$ cat src/rtl/pic_cmd_sequencer.sv
// -----------------------------------------------------------------------------
// pic_cmd_sequencer
//
// Command-word sequencer for an 8259-style PIC. It watches CPU write cycles and
// follows the ICW1 -> ICW2 -> (ICW3) -> (ICW4) initialization order. After
// initialization it decodes OCW1/OCW2/OCW3. The resulting command address
// tells the data bus buffer which register to load while the strobe is low.
//
// Ports:
//   clk        in   system clock, rising edge
//   rst        in   asynchronous active-high reset
//   wrn        in   CPU write strobe, active low
//   CSn        in   chip select, active low
//   A0         in   CPU address bit 0
//   din[7:0]   in   CPU data bus
//   cadr[2:0]  out  command address
//                   000 none, 001 ICW1, 010 ICW2, 011 ICW3, 100 ICW4,
//                   101 OCW1, 110 OCW2, 111 OCW3
//   cmd_stb    out  one-cycle pulse when cadr becomes valid
//   init_done  out  initialization complete; OCWs are accepted
//   sngl       out  SNGL bit latched from ICW1 (din[1])
//   ic4        out  IC4 bit latched from ICW1 (din[0])
//   seq_err    out  one-cycle pulse on an ignored or out-of-order write
// -----------------------------------------------------------------------------
module pic_cmd_sequencer (
    input  logic       clk,
    input  logic       rst,
    input  logic       wrn,
    input  logic       CSn,
    input  logic       A0,
    input  logic [7:0] din,
    output logic [2:0] cadr,
    output logic       cmd_stb,
    output logic       init_done,
    output logic       sngl,
    output logic       ic4,
    output logic       seq_err
);

    typedef enum logic [2:0] {
        S_IDLE   = 3'd0,
        S_W_ICW2 = 3'd1,
        S_W_ICW3 = 3'd2,
        S_W_ICW4 = 3'd3,
        S_READY  = 3'd4
    } state_t;

    localparam logic [2:0] CA_NONE = 3'b000;
    localparam logic [2:0] CA_ICW1 = 3'b001;
    localparam logic [2:0] CA_ICW2 = 3'b010;
    localparam logic [2:0] CA_ICW3 = 3'b011;
    localparam logic [2:0] CA_ICW4 = 3'b100;
    localparam logic [2:0] CA_OCW1 = 3'b101;
    localparam logic [2:0] CA_OCW2 = 3'b110;
    localparam logic [2:0] CA_OCW3 = 3'b111;

    // Write-cycle capture registers
    logic       wr_act_reg;
    logic       wr_prev_reg;
    logic       a0_reg;
    logic [7:0] din_reg;

    // FSM and output registers
    state_t     state_reg, state_next;
    logic [2:0] cadr_reg, cadr_next;
    logic       cmd_stb_reg, cmd_stb_next;
    logic       seq_err_reg, seq_err_next;
    logic       init_done_reg, init_done_next;
    logic       sngl_reg, sngl_next;
    logic       ic4_reg, ic4_next;

    logic       ev;
    logic       is_icw1;

    // One event per strobe: rising edge of the registered write-active flag.
    assign ev      = wr_act_reg & ~wr_prev_reg;
    // ICW1 is recognised in every state and always restarts initialization.
    assign is_icw1 = ~a0_reg & din_reg[4];

    always_ff @(posedge clk or posedge rst) begin
        if (rst) begin
            wr_act_reg    <= 1'b0;
            wr_prev_reg   <= 1'b0;
            a0_reg        <= 1'b0;
            din_reg       <= 8'h00;
            state_reg     <= S_IDLE;
            cadr_reg      <= CA_NONE;
            cmd_stb_reg   <= 1'b0;
            seq_err_reg   <= 1'b0;
            init_done_reg <= 1'b0;
            sngl_reg      <= 1'b0;
            ic4_reg       <= 1'b0;
        end else begin
            wr_act_reg    <= ~wrn & ~CSn;
            wr_prev_reg   <= wr_act_reg;
            a0_reg        <= A0;
            din_reg       <= din;
            state_reg     <= state_next;
            cadr_reg      <= cadr_next;
            cmd_stb_reg   <= cmd_stb_next;
            seq_err_reg   <= seq_err_next;
            init_done_reg <= init_done_next;
            sngl_reg      <= sngl_next;
            ic4_reg       <= ic4_next;
        end
    end

    always_comb begin
        state_next     = state_reg;
        init_done_next = init_done_reg;
        sngl_next      = sngl_reg;
        ic4_next       = ic4_reg;
        cmd_stb_next   = 1'b0;
        seq_err_next   = 1'b0;
        // Without an event, cadr holds while the strobe is active and clears
        // on the clock after it ends (including CSn rising mid-strobe).
        cadr_next      = wr_act_reg ? cadr_reg : CA_NONE;

        if (ev) begin
            cadr_next    = CA_NONE;
            cmd_stb_next = 1'b1;
            if (is_icw1) begin
                cadr_next      = CA_ICW1;
                sngl_next      = din_reg[1];
                ic4_next       = din_reg[0];
                init_done_next = 1'b0;
                state_next     = S_W_ICW2;
            end else begin
                unique case (state_reg)
                    S_W_ICW2: begin
                        if (a0_reg) begin
                            cadr_next = CA_ICW2;
                            // ICW3 only exists in cascade mode (SNGL=0).
                            if (!sngl_reg) begin
                                state_next = S_W_ICW3;
                            end else if (ic4_reg) begin
                                state_next = S_W_ICW4;
                            end else begin
                                state_next     = S_READY;
                                init_done_next = 1'b1;
                            end
                        end else begin
                            cmd_stb_next = 1'b0;
                            seq_err_next = 1'b1;
                        end
                    end
                    S_W_ICW3: begin
                        if (a0_reg) begin
                            cadr_next = CA_ICW3;
                            if (ic4_reg) begin
                                state_next = S_W_ICW4;
                            end else begin
                                state_next     = S_READY;
                                init_done_next = 1'b1;
                            end
                        end else begin
                            cmd_stb_next = 1'b0;
                            seq_err_next = 1'b1;
                        end
                    end
                    S_W_ICW4: begin
                        if (a0_reg) begin
                            cadr_next      = CA_ICW4;
                            state_next     = S_READY;
                            init_done_next = 1'b1;
                        end else begin
                            cmd_stb_next = 1'b0;
                            seq_err_next = 1'b1;
                        end
                    end
                    S_READY: begin
                        // din[4]=1 with A0=0 was taken as ICW1 above, so
                        // only din[3] distinguishes OCW2 from OCW3 here.
                        if (a0_reg) begin
                            cadr_next = CA_OCW1;
                        end else if (!din_reg[3]) begin
                            cadr_next = CA_OCW2;
                        end else begin
                            cadr_next = CA_OCW3;
                        end
                    end
                    default: begin
                        // IDLE: only ICW1 is meaningful before initialization.
                        cmd_stb_next = 1'b0;
                        seq_err_next = 1'b1;
                    end
                endcase
            end
        end
    end

    assign cadr      = cadr_reg;
    assign cmd_stb   = cmd_stb_reg;
    assign seq_err   = seq_err_reg;
    assign init_done = init_done_reg;
    assign sngl      = sngl_reg;
    assign ic4       = ic4_reg;

endmodule

$ cat config.mk
export PLATFORM = sky130hd
export DESIGN_NAME = pic_cmd_sequencer
export DESIGN_NICKNAME = d
export VERILOG_FILES = /design/src/rtl/pic_cmd_sequencer.sv
export SDC_FILE = /design/constraint.sdc
export NUM_CORES = 1
export LEC_CHECK = 0
export ABC_CLOCK_PERIOD_IN_PS = 2700
export BUFFER_PORTS_ARGS = -buffer_cell sky130_fd_sc_hd__buf_2
export CELL_PAD_IN_SITES_DETAIL_PLACEMENT = 1
export CELL_PAD_IN_SITES_GLOBAL_PLACEMENT = 1
export CORE_MARGIN = 2
export CORE_UTILIZATION = 42
export DETAILED_ROUTE_END_ITERATION = 10
export GPL_ROUTABILITY_DRIVEN = 0
export PLACE_DENSITY = 0.78
export SYNTH_ARGS = -nofsm -noshare
export SYNTH_HDL_FRONTEND = slang
export SYNTH_SLANG_ARGS = --single-unit
$ cat constraint.sdc
create_clock -name clk -period 2.7 [get_ports clk]
set_input_delay 0.405 -clock clk [delete_from_list [all_inputs] [get_ports clk]]
set_output_delay 0.405 -clock clk [all_outputs]
set_load 0.01 [all_outputs]
==> impl_metrics.prom, run 1 <==
# TYPE chip_impl_metric gauge
chip_impl_metric{name="layout_worst_path_cycle_share",unit="%"} 49.3
chip_impl_info{name="critical_path.slowest_cell",value="dfrtp_1"} 1
chip_impl_info{name="crit_path_start_kind",value="flip-flop"} 1
chip_impl_info{name="ys_dominant_reg_cell",value="dfrtp_1"} 1
chip_impl_metric{name="post_synth_mux_area_share",unit="%"} 9.72
chip_impl_metric{name="grt_pass1_vias",unit=""} 524
chip_impl_metric{name="final-max-slew-violation-count",unit=""} 0
chip_impl_metric{name="hold_viol",unit=""} 0
chip_impl_metric{name="ys_seq_area_share",unit="%"} 56.4
chip_impl_metric{name="io_pins",unit=""} 21
chip_impl_metric{name="ys_warnings",unit=""} 0
chip_impl_metric{name="max-vdd-ir-drop",unit="V"} 0.000474
chip_impl_metric{name="port_buffers",unit=""} 16
chip_impl_info{name="netlist_top_cells_area",value="dfrtp_1 56%, mux2_4 5.6%, and4bb_2 3.1%"} 1
chip_impl_info{name="yosysMostFrequentCell",value="dfrtp_1"} 1
chip_impl_info{name="grt_setup_unrepaired",value="no"} 1
chip_impl_metric{name="maxCapViolations",unit=""} 0
chip_impl_info{name="critical_path.top_delay_family",value="flip-flops"} 1
chip_impl_info{name="yosys.area.top_type",value="dfrtp_1"} 1
chip_impl_metric{name="final_nets",unit=""} 98
chip_impl_metric{name="post_synthesis_share_of_cell_area_spent_on_and_or_nand_and_nor_gates",unit="%"} 21.8
chip_impl_metric{name="htreeDepth",unit=""} 1
chip_impl_metric{name="number_of_buffers_added_for_setup_after_cts",unit=""} 0
chip_impl_metric{name="routed_wire_length_per_instance",unit="µm"} 13.3
chip_impl_metric{name="critical_path.n_buffers_inverters",unit=""} 0
chip_impl_metric{name="clkSinkCount",unit=""} 18
chip_impl_info{name="timing.critical_path.to_type",value="flip-flop"} 1
chip_impl_metric{name="gr-total-overflow",unit=""} 0
chip_impl_metric{name="postSynthRegisterBits",unit=""} 18
chip_impl_metric{name="die_h",unit="µm"} 47.6
chip_impl_metric{name="synth.distinct_cells",unit=""} 28
chip_impl_metric{name="final_core_utilization",unit="%"} 51.9
chip_impl_metric{name="insertion_delay",unit="ns"} 0.29
chip_impl_metric{name="row_count",unit=""} 15
chip_impl_metric{name="synth_instances",unit=""} 66
chip_impl_metric{name="tns",unit="ns"} 0
chip_impl_metric{name="layout_min_cycle_time",unit="ns"} 1.33
chip_impl_metric{name="synth_compound_gate_area_share",unit="%"} 9.09
chip_impl_metric{name="place.detailed.hpwl",unit="µm"} 1070
chip_impl_metric{name="crit_path_max_fanout",unit=""} 7
chip_impl_metric{name="grt_start_max_net_pins",unit=""} 19
chip_impl_metric{name="die_area",unit="µm²"} 2270
chip_impl_metric{name="drt_pass_1_iters",unit=""} 3
chip_impl_metric{name="detail_route.vias_per_cell",unit=""} 4.98
chip_impl_metric{name="drc",unit=""} 0
chip_impl_metric{name="layoutNonFillerInstCount",unit=""} 108
chip_impl_metric{name="synth-adder-area-share",unit="%"} 0
chip_impl_metric{name="crit_required",unit="ns"} 2.88
chip_impl_metric{name="post_cts_hold_buffer_count",unit=""} 0
chip_impl_metric{name="cellPowerDensity",unit="nW/µm²"} 801
chip_impl_metric{name="synthDominantCellAreaShare",unit="%"} 56.4
chip_impl_metric{name="count_of_vias_placed_by_the_detailed_router",unit=""} 538
chip_impl_metric{name="area_growth",unit="%"} 14.7
chip_impl_metric{name="routed_wl",unit="µm"} 1440
chip_impl_metric{name="skew",unit="ns"} 0.00497
chip_impl_info{name="cts_root_buf",value="clkbuf_4"} 1
chip_impl_metric{name="design.core.area",unit="µm²"} 1760
chip_impl_info{name="path_cells",value="and4bb_2 -> mux2_2"} 1
chip_impl_info{name="worstSetupPathType",value="reg -> reg"} 1
chip_impl_metric{name="global_routing_usage_summed_across_all_routing_layers",unit="%"} 14.9
chip_impl_metric{name="crit_arrival",unit="ns"} 1.51
chip_impl_metric{name="drtIter0Drc",unit=""} 5
chip_impl_info{name="cts_tree",value="built"} 1
chip_impl_info{name="combinational_family_with_the_most_area_after_synthesis",value="simple AND/OR/NAND/NOR gates"} 1
chip_impl_metric{name="largest_register_ffs",unit=""} 4
chip_impl_metric{name="critical_path.max_stage_delay",unit="ns"} 0.45
chip_impl_metric{name="initial_core_utilization",unit="%"} 45.2
chip_impl_metric{name="postSynth.asyncResetShare",unit="%"} 100
chip_impl_metric{name="ant_nets",unit=""} 0
chip_impl_metric{name="max-clock-path-buffers",unit=""} 2
chip_impl_metric{name="synth_area_per_cell",unit="µm²"} 12.1
chip_impl_info{name="min-delay-path-class",value="in -> async"} 1
chip_impl_metric{name="cellLeakagePower",unit="nW"} 0.441
chip_impl_metric{name="ratio_of_cells_with_drive_above_1_in_the_final_layout",unit="%"} 34.9
chip_impl_metric{name="mappedNetlistNets",unit=""} 79
chip_impl_metric{name="timing.max_slew.rel_slack",unit="%"} 56.6
chip_impl_metric{name="setup.reg_to_reg.worst_slack",unit="ns"} 1.37
chip_impl_metric{name="clk_transition_reported_paths",unit="ns"} 0.09
chip_impl_metric{name="number_of_synthesized_flops_with_an_enable_pin",unit=""} 0
chip_impl_metric{name="post_synth_instance_area",unit="µm²"} 798
chip_impl_metric{name="cts.repair.resized",unit=""} 0
chip_impl_info{name="run_status",value="completed"} 1
chip_impl_metric{name="cts_inserted_buffers",unit=""} 3
chip_impl_metric{name="yosys.area_share.xor_xnor",unit="%"} 0
chip_impl_metric{name="worst-slew-pin-transition",unit="ns"} 0.650
chip_impl_metric{name="maximum_achievable_frequency",unit="MHz"} 751
chip_impl_metric{name="place_inst",unit=""} 105
chip_impl_metric{name="setup_viol_count_final",unit=""} 0
chip_impl_metric{name="antennaDiodeCount",unit=""} 0
chip_impl_metric{name="fp.dieW",unit="µm"} 47.6
chip_impl_metric{name="grt_pass1_wl",unit="µm"} 2280
chip_impl_metric{name="antenna_found_initial",unit=""} 0
[worst paths after layout]
kind	from	endpoint	cells past startpoint
max	wr_prev_reg$_DFF_PP0_	ic4$_DFFE_PP0P_	2
min	rst	wr_prev_reg$_DFF_PP0_	2
max reg2reg	wr_prev_reg$_DFF_PP0_	ic4$_DFFE_PP0P_	2
min reg2reg	din_reg[0]$_DFF_PP0_	ic4$_DFFE_PP0P_	1
max in group asynchronous	rst	din_reg[3]$_DFF_PP0_	2
min in group clk	din[4]	din_reg[4]$_DFF_PP0_	1
[worst reg2reg max path, stage by stage (launching register included)]
cell      delay (ns)
dfrtp_1         0.45
and4bb_2        0.42
mux2_2          0.35
[routing by layer]
layer  wire, µm  global-route usage, %
met1        665                   18.9
met4         13                   6.49
met3         51                   4.53
met5          0                      0
met2        710                   23.8
[cells in the final DEF (no fill, tap or decap), types with 3 or more instances in the layout]
| master | instances |
|---|---|
| dfrtp_1 | 18 |
| buf_2 | 16 |
| nand2_1 | 3 |
| nand2b_1 | 3 |
| mux2_4 | 3 |
| nor2_1 | 3 |
| nor2b_1 | 3 |
| a21oi_1 | 3 |
| o21ai_0 | 3 |
| clkbuf_4 | 3 |
[cell type report]
cell class	instances	area, µm²
clock buffers	3	22.5
well taps	25	31.3
multi-input cells	44	324
flip-flops and latches	18	450
repair buffers	16	80.1
fillers	213	848
inverters	2	7.51
[cells by family after synthesis]
logic type             count (synthesis)
and+or+nand+nor                       26
DFF                                   18
buffers and inverters                  4
AOI/OAI and AO/OA                     12
muxes                                  6
[through the flow]
step / cell area (µm²) / hold slack (ns) / worst slack, ns / total power [mW]
floorplan: 798 / 0.344 / 1.43 / 0.567
global placement: 893 / 0.460 / 1.40 / 0.600
detailed placement: 893 / 0.480 / 1.39 / 0.612
CTS: 916 / 0.202 / 1.37 / 0.741
global route: 916 / 0.201 / 1.31 / 0.782
finish: 916 / 0.186 / 1.37 / 0.733
[report_power, final]
group | internal, mW | switching, mW
Combinational | 0.126 | 0.0996
Clock | 0.0518 | 0.0751
Sequential | 0.312 | 0.0684
Total | 0.490 | 0.243
(Power assumes the default switching activity.)
==> run 2: changes to the inputs <==
- ABC_AREA: unset -> 1
- ABC_CLOCK_PERIOD_IN_PS: 2700 -> 1350
- CORE_UTILIZATION: 42 -> 37
- PLACE_DENSITY: 0.78 -> 0.73
- clock period: 2.7 -> 1.35 ns (I/O delays scaled with it)
==> run 2 against run 1 <==
Compared with the run above:
- clock skew shrank 0.0022 ns
- synthesized cell count grew 27%
- clock-buffer cell count grew 1
- combinational power grew 98%
- global-route usage shrank 0.052 points
- sequential share of layout area shrank 4.1 points
- hold slack lost 0.14 ns
- worst setup slack lost 1.2 ns
- non-clock buffer count grew 7
- sequential power grew 86%
- register-to-register slack lost 1.2 ns
- fmax grew 13%
==> impl_metrics.prom, run 2 <==
# TYPE chip_impl_metric gauge
chip_impl_metric{name="synth_instances",unit=""} 84
chip_impl_info{name="layout_commonest_cell",value="nand2_1"} 1
chip_impl_metric{name="synth.distinct_cells",unit=""} 19
chip_impl_metric{name="post_synth_mux_area_share",unit="%"} 0
chip_impl_metric{name="largest_register_ffs",unit=""} 4
chip_impl_info{name="critical_path.top_delay_family",value="flip-flops"} 1
chip_impl_metric{name="htreeDepth",unit=""} 1
chip_impl_metric{name="synth_compound_gate_area_share",unit="%"} 6.72
chip_impl_metric{name="grt_start_max_net_pins",unit=""} 19
chip_impl_info{name="grt_setup_unrepaired",value="no"} 1
chip_impl_metric{name="routed_wire_length_per_instance",unit="µm"} 12.1
chip_impl_info{name="cts_tree",value="built"} 1
chip_impl_metric{name="die_area",unit="µm²"} 2500
chip_impl_metric{name="io_pins",unit=""} 21
chip_impl_metric{name="place_inst",unit=""} 128
chip_impl_metric{name="ant_nets",unit=""} 0
chip_impl_info{name="min-delay-path-class",value="in -> reg"} 1
chip_impl_metric{name="row_count",unit=""} 16
chip_impl_info{name="synth_top_cells_by_count",value="21 x nand2_1, 18 x dfrtp_1, 7 x inv_1, 7 x nand3_1, 6 x nor2_1"} 1
chip_impl_metric{name="final-max-slew-violation-count",unit=""} 0
chip_impl_metric{name="insertion_delay",unit="ns"} 0.29
chip_impl_metric{name="layoutNonFillerInstCount",unit=""} 138
chip_impl_info{name="critical_path.slowest_cell",value="dfrtp_1"} 1
chip_impl_metric{name="port_buffers",unit=""} 16
chip_impl_metric{name="global_routing_usage_summed_across_all_routing_layers",unit="%"} 14.9
chip_impl_metric{name="maxCapViolations",unit=""} 0
chip_impl_metric{name="cts_inserted_buffers",unit=""} 3
chip_impl_info{name="worstSetupPathType",value="reg -> reg"} 1
chip_impl_metric{name="antennaDiodeCount",unit=""} 0
chip_impl_metric{name="clk_transition_reported_paths",unit="ns"} 0.10
chip_impl_metric{name="count_of_vias_placed_by_the_detailed_router",unit=""} 648
chip_impl_metric{name="hold_viol",unit=""} 0
chip_impl_metric{name="antenna_found_initial",unit=""} 0
chip_impl_metric{name="clkSinkCount",unit=""} 18
chip_impl_metric{name="drt_pass_1_iters",unit=""} 2
chip_impl_info{name="ys_dominant_reg_cell",value="dfrtp_1"} 1
chip_impl_metric{name="gr-total-overflow",unit=""} 0
chip_impl_metric{name="ratio_of_cells_with_drive_above_1_in_the_final_layout",unit="%"} 31.5
chip_impl_metric{name="area_growth",unit="%"} 27.8
chip_impl_metric{name="number_of_synthesized_flops_with_an_enable_pin",unit=""} 0
chip_impl_metric{name="crit_required",unit="ns"} 1.54
chip_impl_metric{name="maximum_achievable_frequency",unit="MHz"} 845
chip_impl_metric{name="mappedNetlistNets",unit=""} 97
chip_impl_metric{name="final_nets",unit=""} 125
chip_impl_metric{name="critical_path.max_stage_delay",unit="ns"} 0.47
chip_impl_metric{name="max-clock-path-buffers",unit=""} 2
chip_impl_metric{name="cellLeakagePower",unit="nW"} 0.545
chip_impl_info{name="run_status",value="completed"} 1
chip_impl_metric{name="cellPowerDensity",unit="nW/µm²"} 1480
chip_impl_metric{name="fp.dieW",unit="µm"} 50.0
chip_impl_metric{name="drtIter0Drc",unit=""} 7
chip_impl_info{name="timing.critical_path.to_type",value="flip-flop"} 1
chip_impl_metric{name="ys_seq_area_share",unit="%"} 57.6
chip_impl_metric{name="timing.max_slew.rel_slack",unit="%"} 83.9
chip_impl_metric{name="die_h",unit="µm"} 50.0
chip_impl_info{name="crit_path_start_kind",value="flip-flop"} 1
chip_impl_metric{name="cts.repair.resized",unit=""} 0
chip_impl_metric{name="layout_min_cycle_time",unit="ns"} 1.18
chip_impl_metric{name="synth_area_per_cell",unit="µm²"} 9.31
chip_impl_metric{name="post_synthesis_share_of_cell_area_spent_on_and_or_nand_and_nor_gates",unit="%"} 29.3
chip_impl_metric{name="skew",unit="ns"} 0.00281
chip_impl_metric{name="postSynth.asyncResetShare",unit="%"} 100
chip_impl_info{name="combinational_family_with_the_most_area_after_synthesis",value="simple AND/OR/NAND/NOR gates"} 1
chip_impl_metric{name="postSynthRegisterBits",unit=""} 18
chip_impl_metric{name="detail_route.vias_per_cell",unit=""} 4.70
chip_impl_info{name="path_cells",value="inv_2 -> nand2_4 -> inv_4 -> nand2_4 -> inv_4 -> nor2_2 -> o21a_1"} 1
chip_impl_metric{name="grt_pass1_vias",unit=""} 657
chip_impl_metric{name="design.core.area",unit="µm²"} 1980
chip_impl_metric{name="crit_path_max_fanout",unit=""} 6
chip_impl_metric{name="setup_viol_count_final",unit=""} 0
chip_impl_metric{name="post_synth_instance_area",unit="µm²"} 782
chip_impl_metric{name="drc",unit=""} 0
chip_impl_metric{name="layout_worst_path_cycle_share",unit="%"} 87.7
chip_impl_info{name="most-common-layout-cells",value="21 x nand2_1, 18 x dfrtp_1, 16 x buf_2"} 1
chip_impl_info{name="yosysMostFrequentCell",value="nand2_1"} 1
chip_impl_metric{name="crit_arrival",unit="ns"} 1.38
chip_impl_info{name="cts_root_buf",value="clkbuf_4"} 1
chip_impl_metric{name="place.detailed.hpwl",unit="µm"} 1260
chip_impl_metric{name="ys_warnings",unit=""} 0
chip_impl_metric{name="routed_wl",unit="µm"} 1670
chip_impl_metric{name="synth-adder-area-share",unit="%"} 0
chip_impl_metric{name="max-vdd-ir-drop",unit="V"} 0.000734
chip_impl_metric{name="tns",unit="ns"} 0
chip_impl_metric{name="initial_core_utilization",unit="%"} 39.5
chip_impl_metric{name="synthDominantCellAreaShare",unit="%"} 57.6
chip_impl_metric{name="yosys.area_share.xor_xnor",unit="%"} 0
chip_impl_metric{name="worst-slew-pin-transition",unit="ns"} 0.241
chip_impl_info{name="yosys.area.top_type",value="dfrtp_1"} 1
chip_impl_metric{name="grt_pass1_wl",unit="µm"} 2770
chip_impl_metric{name="critical_path.n_buffers_inverters",unit=""} 3
chip_impl_info{name="netlist_top_cells_area",value="dfrtp_1 58%, nand2_1 10%, nand3_1 4.5%"} 1
[run 2: cell count changes after synthesis, sizes merged, moves of 3 or more]
cell | before | now
nor2 | 3 | 9
nand2b | 3 | 0
nand2 | 3 | 25
nand3 | 3 | 8
mux2 | 5 | 0
nand4 | 0 | 3
inv | 2 | 12
nor2b | 5 | 0
[run 2: per-layer routing]
| layer | global-route usage (%) | wire, µm |
|---|---|---|
| met5 | 0 | 0 |
| met4 | 8.80 | 34 |
| met3 | 1.82 | 43 |
| met2 | 26.9 | 905 |
| met1 | 16.6 | 681 |
[run 2: area by class of cell]
| type | instances | area, µm² |
|---|---|---|
| clock buffers | 4 | 36.3 |
| well taps | 27 | 33.8 |
| flip-flops and latches | 18 | 450 |
| repair buffers | 23 | 148 |
| fillers | 243 | 982 |
| multi-input cells | 54 | 282 |
| inverters | 12 | 50.0 |
[run 2: worst paths after layout]
path / cells past startpoint / slack [ns] / end / startpoint
setup / recovery: 7 / 0.17 / state_reg[1]$_DFFE_PP0P_ / a0_reg$_DFF_PP0_
hold / removal: 2 / 0.04 / wr_act_reg$_DFF_PP0_ / wrn
setup reg to reg: 7 / 0.17 / state_reg[1]$_DFFE_PP0P_ / a0_reg$_DFF_PP0_
hold reg to reg: 0 / 0.42 / wr_prev_reg$_DFF_PP0_ / wr_act_reg$_DFF_PP0_
max in group asynchronous: 4 / 0.69 / seq_err$_DFF_PP0_ / rst
min in group asynchronous: 4 / 0.47 / din_reg[1]$_DFF_PP0_ / rst
[run 2: cell families (layout without fill, tap and decap cells)]
logic type / after synthesis / after routing
AO/OA/AOI/OAI: 9 / 9
flip-flops: 18 / 18
buffers and inverters: 12 / 39
AND/OR/NAND/NOR: 45 / 45
[run 2: repair_timing]
action / 4_1_cts / 5_1_grt
hold endpoints to repair: 19 / 4
setup buffers: 0 / 0
endpoints found under the setup margin: 0 / 0
hold buffers: 2 / 4
[run 2: metrics by stage]
| step | util (%) | hold WS [ns] | worst slack [ns] | area [µm²] | power [mW] |
|---|---|---|---|---|---|
| 2_1_floorplan | - | 0.141 | 0.297 | 782 | 1.02 |
| 3_3_place_gp | 45.6 | 0.222 | 0.197 | 903 | 1.13 |
| 3_5_place_dp | 45.6 | 0.235 | 0.180 | 903 | 1.16 |
| 4_1_cts | 48.4 | 0.000227 | 0.160 | 960 | 1.49 |
| 5_1_grt | 50.4 | 0.0232 | 0.0863 | 1000 | 1.59 |
| 6_report | 50.4 | 0.0414 | 0.167 | 1000 | 1.48 |
[run 2: report_power, final]
group	internal, mW	switching [mW]	total (mW)	leakage [nW]
clock	0.164	0.165	0.330	0.0210
sequential	0.628	0.0815	0.709	0.229
combinational	0.172	0.272	0.445	0.294
total	0.965	0.519	1.48	0.545
